**config.mk**
```make
export PLATFORM = sky130hd
export DESIGN_NAME = fp_addsub_seq_flat
export DESIGN_NICKNAME = d
export VERILOG_FILES = /design/src/rtl/fp_addsub_seq_if.sv /design/src/rtl/fp_addsub_seq.sv /design/src/flat_wrapper.sv
export SDC_FILE = /design/constraint.sdc
export NUM_CORES = 1
export LEC_CHECK = 0
export CAP_MARGIN = 20
export CORE_MARGIN = 2
export CORE_UTILIZATION = 45
export CTS_BUF_LIST = sky130_fd_sc_hd__clkbuf_4 sky130_fd_sc_hd__clkbuf_8
export DETAILED_ROUTE_END_ITERATION = 8
export GPL_TIMING_DRIVEN = 1
export PLACE_DENSITY = 0.89
export RECOVER_POWER = 25
export SLEW_MARGIN = 0
export SYNTH_ARGS = -nofsm -noshare
export SYNTH_HDL_FRONTEND = slang
export SYNTH_SLANG_ARGS = --single-unit
```
**constraint.sdc**
```tcl
create_clock -name clk -period 2.4 [get_ports clk]
set_clock_uncertainty 0.1 [all_clocks]
set_input_delay 0.48 -clock clk [delete_from_list [all_inputs] [get_ports clk]]
set_output_delay 0.48 -clock clk [all_outputs]
set_load 0.03 [all_outputs]
```
**src/rtl/fp_addsub_seq_if.sv**
```systemverilog
// ---------------------------------------------------------------------------
// fp_addsub_seq_if
// Bundles every handshake and bus signal of the fp_addsub_seq controller.
//   Operand port : in_valid/in_ready handshake, in_a, in_b, in_op.
//   Datapath port: dp_start launch pulse, dp_a, dp_b, dp_op out;
//                  dp_result back from the fixed-latency adder.
//   Result port  : out_valid/out_ready handshake, out_result,
//                  out_special (bypass result), out_invalid (invalid op).
// Modports:
//   slave  - the controller (fp_addsub_seq) side.
//   master - the environment side (operand producer, datapath, consumer).
// ---------------------------------------------------------------------------
interface fp_addsub_seq_if;
    logic        in_valid;
    logic        in_ready;
    logic [31:0] in_a;
    logic [31:0] in_b;
    logic        in_op;
    logic        dp_start;
    logic [31:0] dp_a;
    logic [31:0] dp_b;
    logic        dp_op;
    logic [31:0] dp_result;
    logic        out_valid;
    logic        out_ready;
    logic [31:0] out_result;
    logic        out_special;
    logic        out_invalid;

    modport slave (
        input  in_valid, in_a, in_b, in_op, dp_result, out_ready,
        output in_ready, dp_start, dp_a, dp_b, dp_op,
               out_valid, out_result, out_special, out_invalid
    );

    modport master (
        output in_valid, in_a, in_b, in_op, dp_result, out_ready,
        input  in_ready, dp_start, dp_a, dp_b, dp_op,
               out_valid, out_result, out_special, out_invalid
    );
endinterface

```
**src/rtl/fp_addsub_seq.sv**
```systemverilog
// ---------------------------------------------------------------------------
// fp_addsub_seq
// Sequencer in front of a single-precision IEEE754 add/sub datapath.
// Accepts one operand pair + op, classifies both operands (Zero/Inf/NaN),
// resolves special combinations locally, otherwise launches the datapath
// and captures its result LAT cycles after the launch pulse. The result is
// held on the output handshake until the consumer takes it.
// Ports:
//   clk   - single clock, rising edge.
//   rst_n - asynchronous active-low reset.
//   bus   - fp_addsub_seq_if.slave (operand, datapath and result ports).
// Parameters:
//   LAT - datapath latency from dp_start to dp_result valid (1..15).
//   CW  - latency counter width, 2**CW > LAT.
// ---------------------------------------------------------------------------
module fp_addsub_seq #(
    parameter int LAT = 3,
    parameter int CW  = 4
) (
    input  logic          clk,
    input  logic          rst_n,
    fp_addsub_seq_if.slave bus
);

    typedef enum logic [1:0] {
        S_IDLE = 2'b00,
        S_BUSY = 2'b01,
        S_HOLD = 2'b10
    } state_t;

    typedef struct packed {
        logic        special;
        logic        invalid;
        logic [31:0] result;
    } bypass_t;

    localparam logic [CW-1:0] LAT_LD   = CW'(LAT);
    localparam logic [31:0]   QNAN     = 32'h7FC0_0000;

    // Operand classification helpers (exponent 30:23, fraction 22:0).
    function automatic logic is_zero(input logic [31:0] x);
        return (x[30:23] == 8'h00) && (x[22:0] == 23'd0);
    endfunction

    function automatic logic is_inf(input logic [31:0] x);
        return (x[30:23] == 8'hFF) && (x[22:0] == 23'd0);
    endfunction

    function automatic logic is_nan(input logic [31:0] x);
        return (x[30:23] == 8'hFF) && (x[22:0] != 23'd0);
    endfunction

    // Bypass resolution; the first matching rule wins. B's sign is taken
    // after the op bit flips it, so A-B is treated as A+(-B) throughout.
    function automatic bypass_t resolve(input logic [31:0] a,
                                        input logic [31:0] b,
                                        input logic        op);
        bypass_t r;
        logic    sa;
        logic    sb_eff;
        sa     = a[31];
        sb_eff = b[31] ^ op;
        r      = '{special: 1'b1, invalid: 1'b0, result: 32'h0000_0000};
        if (is_nan(a) || is_nan(b)) begin
            r.result  = QNAN;
            r.invalid = 1'b1;
        end else if (is_inf(a) && is_inf(b) && (sa != sb_eff)) begin
            r.result  = QNAN;
            r.invalid = 1'b1;
        end else if (is_inf(a)) begin
            r.result = a;
        end else if (is_inf(b)) begin
            r.result = {sb_eff, 8'hFF, 23'd0};
        end else if (is_zero(a) && is_zero(b)) begin
            r.result = {sa & sb_eff, 31'd0};
        end else if (is_zero(a)) begin
            r.result = {sb_eff, b[30:0]};
        end else if (is_zero(b)) begin
            r.result = a;
        end else begin
            r.special = 1'b0;
        end
        return r;
    endfunction

    state_t        r_state;
    state_t        w_state_nxt;
    logic [CW-1:0] r_cnt;
    logic [CW-1:0] w_cnt_nxt;
    bypass_t       w_bypass;
    logic          w_accept;
    logic          w_launch;
    logic          w_special_take;
    logic          w_capture;

    logic          r_dp_start;
    logic [31:0]   r_dp_a;
    logic [31:0]   r_dp_b;
    logic          r_dp_op;
    logic          r_out_valid;
    logic [31:0]   r_out_result;
    logic          r_out_special;
    logic          r_out_invalid;

    // Classify the operands presented on the input port.
    always_comb begin
        w_bypass = resolve(bus.in_a, bus.in_b, bus.in_op);
    end

    // Next-state, counter and launch/capture strobes.
    always_comb begin
        w_state_nxt    = r_state;
        w_cnt_nxt      = r_cnt;
        w_accept       = 1'b0;
        w_launch       = 1'b0;
        w_special_take = 1'b0;
        w_capture      = 1'b0;
        case (r_state)
            S_IDLE: begin
                if (bus.in_valid) begin
                    w_accept = 1'b1;
                    if (w_bypass.special) begin
                        w_special_take = 1'b1;
                        w_state_nxt    = S_HOLD;
                    end else begin
                        w_launch    = 1'b1;
                        w_cnt_nxt   = LAT_LD;
                        w_state_nxt = S_BUSY;
                    end
                end else begin
                    w_state_nxt = S_IDLE;
                end
            end
            S_BUSY: begin
                // Counter is LAT in the dp_start cycle and reaches zero in
                // exactly the cycle the datapath presents its result.
                if (r_cnt == {CW{1'b0}}) begin
                    w_capture   = 1'b1;
                    w_state_nxt = S_HOLD;
                end else begin
                    w_cnt_nxt = r_cnt - {{(CW-1){1'b0}}, 1'b1};
                end
            end
            S_HOLD: begin
                if (bus.out_ready) begin
                    w_state_nxt = S_IDLE;
                end else begin
                    w_state_nxt = S_HOLD;
                end
            end
            default: begin
                w_state_nxt = S_IDLE;
                w_cnt_nxt   = {CW{1'b0}};
            end
        endcase
    end

    // State and latency counter registers.
    always_ff @(posedge clk or negedge rst_n) begin
        if (!rst_n) begin
            r_state <= S_IDLE;
            r_cnt   <= {CW{1'b0}};
        end else begin
            r_state <= w_state_nxt;
            r_cnt   <= w_cnt_nxt;
        end
    end

    // Datapath launch registers; operands stay stable until the next launch.
    always_ff @(posedge clk or negedge rst_n) begin
        if (!rst_n) begin
            r_dp_start <= 1'b0;
            r_dp_a     <= 32'h0000_0000;
            r_dp_b     <= 32'h0000_0000;
            r_dp_op    <= 1'b0;
        end else begin
            r_dp_start <= w_launch;
            if (w_launch) begin
                r_dp_a  <= bus.in_a;
                r_dp_b  <= bus.in_b;
                r_dp_op <= bus.in_op;
            end else begin
                r_dp_a  <= r_dp_a;
                r_dp_b  <= r_dp_b;
                r_dp_op <= r_dp_op;
            end
        end
    end

    // Result registers, loaded from the bypass path or the datapath.
    always_ff @(posedge clk or negedge rst_n) begin
        if (!rst_n) begin
            r_out_valid   <= 1'b0;
            r_out_result  <= 32'h0000_0000;
            r_out_special <= 1'b0;
            r_out_invalid <= 1'b0;
        end else begin
            r_out_valid <= (w_state_nxt == S_HOLD);
            if (w_special_take) begin
                r_out_result  <= w_bypass.result;
                r_out_special <= 1'b1;
                r_out_invalid <= w_bypass.invalid;
            end else if (w_capture) begin
                r_out_result  <= bus.dp_result;
                r_out_special <= 1'b0;
                r_out_invalid <= 1'b0;
            end else begin
                r_out_result  <= r_out_result;
                r_out_special <= r_out_special;
                r_out_invalid <= r_out_invalid;
            end
        end
    end

    assign bus.in_ready    = (r_state == S_IDLE);
    assign bus.dp_start    = r_dp_start;
    assign bus.dp_a        = r_dp_a;
    assign bus.dp_b        = r_dp_b;
    assign bus.dp_op       = r_dp_op;
    assign bus.out_valid   = r_out_valid;
    assign bus.out_result  = r_out_result;
    assign bus.out_special = r_out_special;
    assign bus.out_invalid = r_out_invalid;

endmodule

```
**src/flat_wrapper.sv**
```systemverilog
// flat-port wrapper written by rule: the top's interface ports become plain ports
module fp_addsub_seq_flat 
#(
    parameter int LAT = 3,
    parameter int CW  = 4
)
  (clk, rst_n, bus_in_valid, bus_in_a, bus_in_b, bus_in_op, bus_dp_result, bus_out_ready, bus_in_ready, bus_dp_start, bus_dp_a, bus_dp_b, bus_dp_op, bus_out_valid, bus_out_result, bus_out_special, bus_out_invalid);
  fp_addsub_seq_if bus_i ();
  input  logic clk;
  input  logic rst_n;
  input wire logic [$bits(bus_i.in_valid)-1:0] bus_in_valid;
  input wire logic [$bits(bus_i.in_a)-1:0] bus_in_a;
  input wire logic [$bits(bus_i.in_b)-1:0] bus_in_b;
  input wire logic [$bits(bus_i.in_op)-1:0] bus_in_op;
  input wire logic [$bits(bus_i.dp_result)-1:0] bus_dp_result;
  input wire logic [$bits(bus_i.out_ready)-1:0] bus_out_ready;
  output wire logic [$bits(bus_i.in_ready)-1:0] bus_in_ready;
  output wire logic [$bits(bus_i.dp_start)-1:0] bus_dp_start;
  output wire logic [$bits(bus_i.dp_a)-1:0] bus_dp_a;
  output wire logic [$bits(bus_i.dp_b)-1:0] bus_dp_b;
  output wire logic [$bits(bus_i.dp_op)-1:0] bus_dp_op;
  output wire logic [$bits(bus_i.out_valid)-1:0] bus_out_valid;
  output wire logic [$bits(bus_i.out_result)-1:0] bus_out_result;
  output wire logic [$bits(bus_i.out_special)-1:0] bus_out_special;
  output wire logic [$bits(bus_i.out_invalid)-1:0] bus_out_invalid;
  assign bus_i.in_valid = bus_in_valid;
  assign bus_i.in_a = bus_in_a;
  assign bus_i.in_b = bus_in_b;
  assign bus_i.in_op = bus_in_op;
  assign bus_i.dp_result = bus_dp_result;
  assign bus_i.out_ready = bus_out_ready;
  assign bus_in_ready = bus_i.in_ready;
  assign bus_dp_start = bus_i.dp_start;
  assign bus_dp_a = bus_i.dp_a;
  assign bus_dp_b = bus_i.dp_b;
  assign bus_dp_op = bus_i.dp_op;
  assign bus_out_valid = bus_i.out_valid;
  assign bus_out_result = bus_i.out_result;
  assign bus_out_special = bus_i.out_special;
  assign bus_out_invalid = bus_i.out_invalid;
  fp_addsub_seq #(.LAT(LAT), .CW(CW)) u_core (.clk(clk), .rst_n(rst_n), .bus(bus_i));
endmodule
```
==> impl_metrics.yaml, run 1 <==
status:
  status: "complete, but fails checks"
  violations: "design-rule violations, negative setup slack"
pwr:
  vdd_drop_max_mv: 0.857
  clock_power_share_pct: 9.3
  p_leak_nw: 4.51
  pwr-share-comb_pct: 61.4
  powerDensity_mw_per_mm2: 1200
  seqPwrFrac_pct: 29.3
  p_switching_mw: 5.44
  intPower_mw: 6.39
  p_sw_share_pct: 46.0
placed_design:
  dpl_cell_area_mm2: 0.00831
  hpwl_mm: 15.1
  gp_congestion: 0.946
  dp.cells: 987
  place.port_buffers: 202
clock_tree:
  cts_tree: "done"
  insertion_delay_ns: 0.38
  cts_made_buffers: 9
  cts_max_path_buffers: 2
  htreeDepth: 3
  clkTransAtPathRegs_ns: 0.12
  cts.sinks: 107
  clock_tree.root_cell: "clkbuf_8"
floorplan:
  io_pins: 203
  die_w_um: 113
  fp.coreArea_mm2: 0.0115
  floorplan.die_area_mm2: 0.0128
  die_h_um: 113
  start_util_pct: 46.5
  rows: 39
drt:
  num_vias: 6497
  final_antenna_net_count: 0
  drtIter0Drc: 860
  routedWlPerCell_um: 24.6
  vias_per_cell: 6.18
  wirelength_mm: 25.8
  drc: 12
  drt_pass1_iterations: 7
critical_path:
  cp_top_family: "compound AO/OA/AOI/OAI gates"
  critical_path_peak_fanout: 10
  start_kind: "primary input"
  crit_slowest_cell: "o31ai_4"
  crit_path_cell_trace: "clkdlybuf4s50_1 > nand4_1 > or2_2 > nand2_1 > o31ai_4 > buf_6 > buf_16 > o21ai_0 > a2bb2oi_2"
  crit_type: "in -> reg"
  cp-end-kind: "register"
  cp_slowest_stage_delay_ns: 0.67
  cp_num_buf_inv: 3
  critPathRequiredTime_ns: 2.63
  arrival_ns: 2.87
global_routing:
  grt_pass1_wl_mm: 32.9
  grt_max_degree: 34
  grtUsageTotal_pct: 33.1
  antenna_found_initial: 1
  overflow: 0
  grt_pass1_vias: 6131
logic_synthesis:
  ys_seq_elements: 107
  synth_area_mm2: 0.00536
  ys_seq_area_share_pct: 50.0
  synth_async_sr_flop_share_pct: 100
  synth-edff-count: 0
  yosys.area.top_type: "dfrtp_1"
  synth.net_count: 680
  synth_warnings: 0
  ys_types: 58
  synth.area.top_cells: "dfrtp_1 50%, nand2_1 16%, a2bb2oi_2 5.0%"
  postSynthAreaPerCell_um2: 9.28
  synth_top_area_share_pct: 50.0
  yosys_most_used_dff: "dfrtp_1"
  synthCells: 577
min_path:
  worstHoldPathType: "in -> reg"
sta:
  slew_viol_final: 0
  period_share_pct: 110
  timing.final.ws_setup_ns: -0.244
  rsz0062_at_grt: "true"
  hold_ws_ns: 0.284
  hold_viol_final: 0
  worst_pin_slew_ns: 0.918
  fin_crit_ns: 2.64
  fmax_mhz: 378
  slew-limit-headroom_pct: 38.8
  setup_tns_ns: -12.81
  finalSetupViolCount: 105
cells_and_area:
  diodes: 0
  drive_gt1_share_pct: 40.3
  stdcell_count: 1051
  nets: 1006
  syn2layout_area_growth_pct: 83.5
  fin_area_mm2: 0.00983
flow_run:
  max_cap_viol_count: 0
[routing by layer]
| layer | wire length (um) | track usage (%) | vias to the layer above |
|---|---|---|---|
| met3 | 2430 | 6.16 | 127 |
| met5 | 13 | 0 | - |
| li1 | - | - | 2666 |
| met1 | 9250 | 42.9 | 3202 |
| met4 | 1410 | 16.8 | 2 |
| met2 | 12700 | 53.3 | 500 |
[per-stage QoR]
stage	power [mW]	worst slack [ns]	utilization, %
2_1_floorplan	6.58	-0.206	-
3_3_place_gp	9.06	-0.829	72.2
3_5_place_dp	9.23	-0.899	72.2
4_1_cts	10.5	-0.152	78.4
5_1_grt	12.2	-0.254	85.3
6_report	11.8	-0.244	85.3
[cells in the mapped netlist, types with 5 or more instances]
cell       number
nand2_1       229
dfrtp_1       107
nand4_1        28
o21ai_0        24
a211o_1        22
a2bb2oi_2      18
clkbuf_1       17
buf_6          10
nor4_1         10
buf_2           9
or4_1           8
o22ai_1         7
a22oi_1         6
mux2i_1         6
nor2_1          6
inv_1           5
[layout make-up]
cell class	count	area (um2)
Sequential cell	107	2680
Fill cell	552	1690
Clock inverter	5	38.8
Inverter	6	35.0
Timing Repair Buffer	355	3680
Multi-Input combinational cell	423	3060
Tap cell	143	179
Clock buffer	11	145
Timing Repair inverter	1	8.76
[registers in the layout, summed over array words and instances (netlist names)]
register	count
u_core.r_cnt	4
u_core.bus.dp_start	1
u_core.r_state	2
u_core.bus.out_special	1
u_core.bus.out_result	32
u_core.bus.out_valid	1
u_core.bus.dp_op	1
u_core.bus.dp_a	32
u_core.bus.dp_b	32
u_core.bus.out_invalid	1
[repair_timing]
action                                  4_1_cts  5_1_grt
gates resized for setup                     142      173
pin swaps                                    37      101
setup buffers                                19        8
gates cloned                                  9       16
hold buffers                                  1        0
endpoints found under the setup margin      107      105
endpoints found under the hold margin        30        0
[power by group through the flow]
stage / combinational, mW / clock [mW] / sequential, mW
CTS: 6.19 / 1.06 / 3.28
floorplan: 1.80 / 0 / 4.79
global route: 7.52 / 1.14 / 3.53
global placement: 5.80 / 0 / 3.26
detailed placement: 5.94 / 0 / 3.29
finish: 7.27 / 1.10 / 3.46
[cell families after synthesis]
group	count (synthesis)	share of synthesized area, %
muxes	7	1.33
adders and majority gates	2	0.467
xor gates and xnor gates	2	0.327
DFF	107	50.0
AOI/OAI and AO/OA	105	17.0
buffers and inverters	47	5.12
and+or+nand+nor	307	25.7
[path summary, 6_finish.rpt]
| path | start | end | slack [ns] | cells past startpoint |
|---|---|---|---|---|
| worst max-delay path | bus_in_a[27] | u_core.bus.out_result[14] | -0.24 | 9 |
| max in group asynchronous | rst_n | u_core.bus.dp_a[1] | 0.24 | 3 |
| worst max register to register | u_core.r_cnt[0] | u_core.bus.out_result[20] | 0.25 | 9 |
| worst min register to register | u_core.bus.dp_a[19] | u_core.bus.dp_a[19] | 0.38 | 2 |
| worst min-delay path | bus_in_b[4] | u_core.bus.dp_b[4] | 0.28 | 4 |
| min in group asynchronous | rst_n | u_core.bus.out_result[10] | 0.66 | 2 |
[worst register-to-register path: stages (launching register included)]
cell,delay [ns]
dfrtp_1,0.44
inv_1,0.08
ha_1,0.18
nor3b_1,0.32
buf_4,0.21
nand2_1,0.10
a21oi_4,0.23
buf_6,0.16
buf_12,0.13
a2bb2oi_2,0.15
[placed cells by master, fill, tap and decap left out, types with 3 or more instances in the layout]
master	n
clkdlybuf4s15_1	5
nor4_2	6
dlygate4sd2_1	15
inv_1	5
or2_2	3
buf_12	12
buf_4	94
clkdlybuf4s50_1	154
buf_16	4
or4_4	9
clkbuf_8	10
clkinv_4	3
buf_6	29
o21ai_0	15
nand4_1	28
clkbuf_2	4
nand2_2	87
a22oi_2	4
o21ai_1	5
o22ai_1	7
dfrtp_1	107
o21ai_2	5
buf_2	9
a2bb2oi_2	22
nor4_1	3
clkbuf_16	12
dlymetal6s2s_1	13
nand2_4	21
nor2_1	6
nor3_1	3
mux2i_1	6
nand2_1	122
a211o_1	22
Power figures use the tool's default switching activity.
==> run 2: changes to the inputs <==
==> constraint.sdc (replaced) <==
create_clock -name clk -period 3.17 [get_ports clk]
set_clock_uncertainty 0.1 [all_clocks]
set_input_delay 0.634 -clock clk [delete_from_list [all_inputs] [get_ports clk]]
set_output_delay 0.634 -clock clk [all_outputs]
set_load 0.03 [all_outputs]
==> run 2 against run 1 <==
Compared with the run above: largest cell class is now registers; sequential cell count unchanged; highest routed layer is now met4; register-to-register slack better by 0.60 ns; die area unchanged; sequential share of layout area is 5.9 points higher; the flow finishes with violations (design-rule violations).
==> impl_metrics.yaml, run 2 (same netlist as run 1, synthesis figures left out) <==
drt:
  drt_pass1_iterations: 8
  final_antenna_net_count: 0
  routedWlPerCell_um: 19.2
  num_vias: 5484
  wirelength_mm: 18.4
  drtIter0Drc: 650
  drc: 13
  vias_per_cell: 5.70
critical_path:
  cp-end-kind: "register"
  critPathRequiredTime_ns: 3.32
  crit_slowest_cell: "or4_1"
  start_kind: "primary input"
  cp_slowest_stage_delay_ns: 0.65
  crit_type: "in -> reg"
  arrival_ns: 3.20
  crit_path_cell_trace: "clkdlybuf4s50_1 > or4_1 > or4_4 > or2_1 > and4_4 > a2111oi_1 > a31oi_1"
  critical_path_peak_fanout: 5
clock_tree:
  insertion_delay_ns: 0.37
  cts_tree: "done"
  htreeDepth: 3
  clkTransAtPathRegs_ns: 0.10
  hold_buffers: 0
  cts_setup_buffers: 0
  cts_max_path_buffers: 2
  cts.sinks: 107
  post_cts_resized: 0
  cts_made_buffers: 9
  clock_tree.root_cell: "clkbuf_8"
sta:
  slew-limit-headroom_pct: 7.63
  fmax_mhz: 328
  hold_viol_final: 0
  slew_viol_final: 0
  hold_ws_ns: 0.382
  rsz0062_at_grt: "false"
  fin_crit_ns: 3.05
  finalSetupViolCount: 0
  worst_pin_slew_ns: 1.39
  timing.final.ws_setup_ns: 0.118
  period_share_pct: 96.3
global_routing:
  antenna_found_initial: 0
  grtUsageTotal_pct: 29.0
  grt_pass1_wl_mm: 29.0
  overflow: 0
  grt_max_degree: 56
  grt_pass1_vias: 5611
status:
  violations: "design-rule violations"
  status: "complete, but fails checks"
cells_and_area:
  mostFrequentLayoutCell: "nand2_1"
  regArea_mm2: 0.00268
  drive_gt1_share_pct: 14.4
  nets: 917
  syn2layout_area_growth_pct: 50.7
  fin_area_mm2: 0.00807
  mostFrequentLayoutCells: "229 x nand2_1, 201 x clkdlybuf4s50_1, 107 x dfrtp_1"
  diodes: 0
  multi_input_comb_area_mm2: 0.00242
  n_fill_cell: 870
placed_design:
  dpl_cell_area_mm2: 0.00790
  gp_congestion: 0.931
  hpwl_mm: 14.0
  post-place-ws_ns: -0.246
  place.port_buffers: 202
pwr:
  finalPower_mw: 7.65
  p_leak_nw: 3.56
  powerDensity_mw_per_mm2: 947
  vdd_drop_max_mv: 0.591
floorplan:
  io_pins: 203
  rows: 39
  die_w_um: 113
  start_util_pct: 46.5
  floorplan.die_area_mm2: 0.0128
  die_h_um: 113
  fp.coreArea_mm2: 0.0115
min_path:
  worstHoldPathType: "reg -> reg"
flow_run:
  max_cap_viol_count: 0
[run 2: per-layer routing]
metal	part of all wire [%]	global-route usage, %
met1	38	36.2
met2	49	47.5
met3	9.6	7.12
met4	4.0	13.6
met5	0	0
[run 2: path summary, 6_finish.rpt]
path | from | slack (ns) | to | depth (start not counted)
max in group asynchronous | rst_n | 0.51 | u_core.bus.dp_a[10] | 2
min | u_core.bus.dp_a[7] | 0.38 | u_core.bus.dp_a[7] | 2
max reg2reg | u_core.r_cnt[0] | 0.85 | u_core.bus.out_result[31] | 8
max | bus_in_b[4] | 0.12 | u_core.bus.out_result[22] | 7
min in group asynchronous | rst_n | 0.45 | u_core.bus.dp_a[23] | 1
min reg2reg | u_core.bus.dp_a[7] | 0.38 | u_core.bus.dp_a[7] | 2
[run 2: layout make-up]
type,instances,share of cell area [%]
Multi-Input combinational cell,423,30.0
Inverter,6,0.279
Tap cell,143,2.22
Clock buffer,12,1.97
Sequential cell,107,33.2
Clock inverter,4,0.310
Timing Repair Buffer,267,32.1
[run 2: report_power, final]
| group | switching [mW] | total, mW | internal [mW] |
|---|---|---|---|
| clock network | 0.463 | 0.798 | 0.335 |
| logic | 2.47 | 4.37 | 1.90 |
| registers | 0.452 | 2.48 | 2.02 |
| total | 3.38 | 7.65 | 4.26 |
[run 2: critical path, delay by kind of cell]
family                 cells  cell delay [ns]
buffers and inverters      1             0.41
AND/OR/NAND/NOR            4             1.73
AO/OA/AOI/OAI              2             0.43
[run 2: metrics by stage]
| step | setup TNS (ns) | std cells | util [%] |
|---|---|---|---|
| after floorplan | 0 | 577 | - |
| after global placement | -15.44 | 946 | 68.6 |
| after detailed placement | -20.21 | 946 | 68.6 |
| after CTS | 0 | 962 | 70.2 |
| after global routing | 0 | 962 | 70.1 |
| final | 0 | 962 | 70.1 |
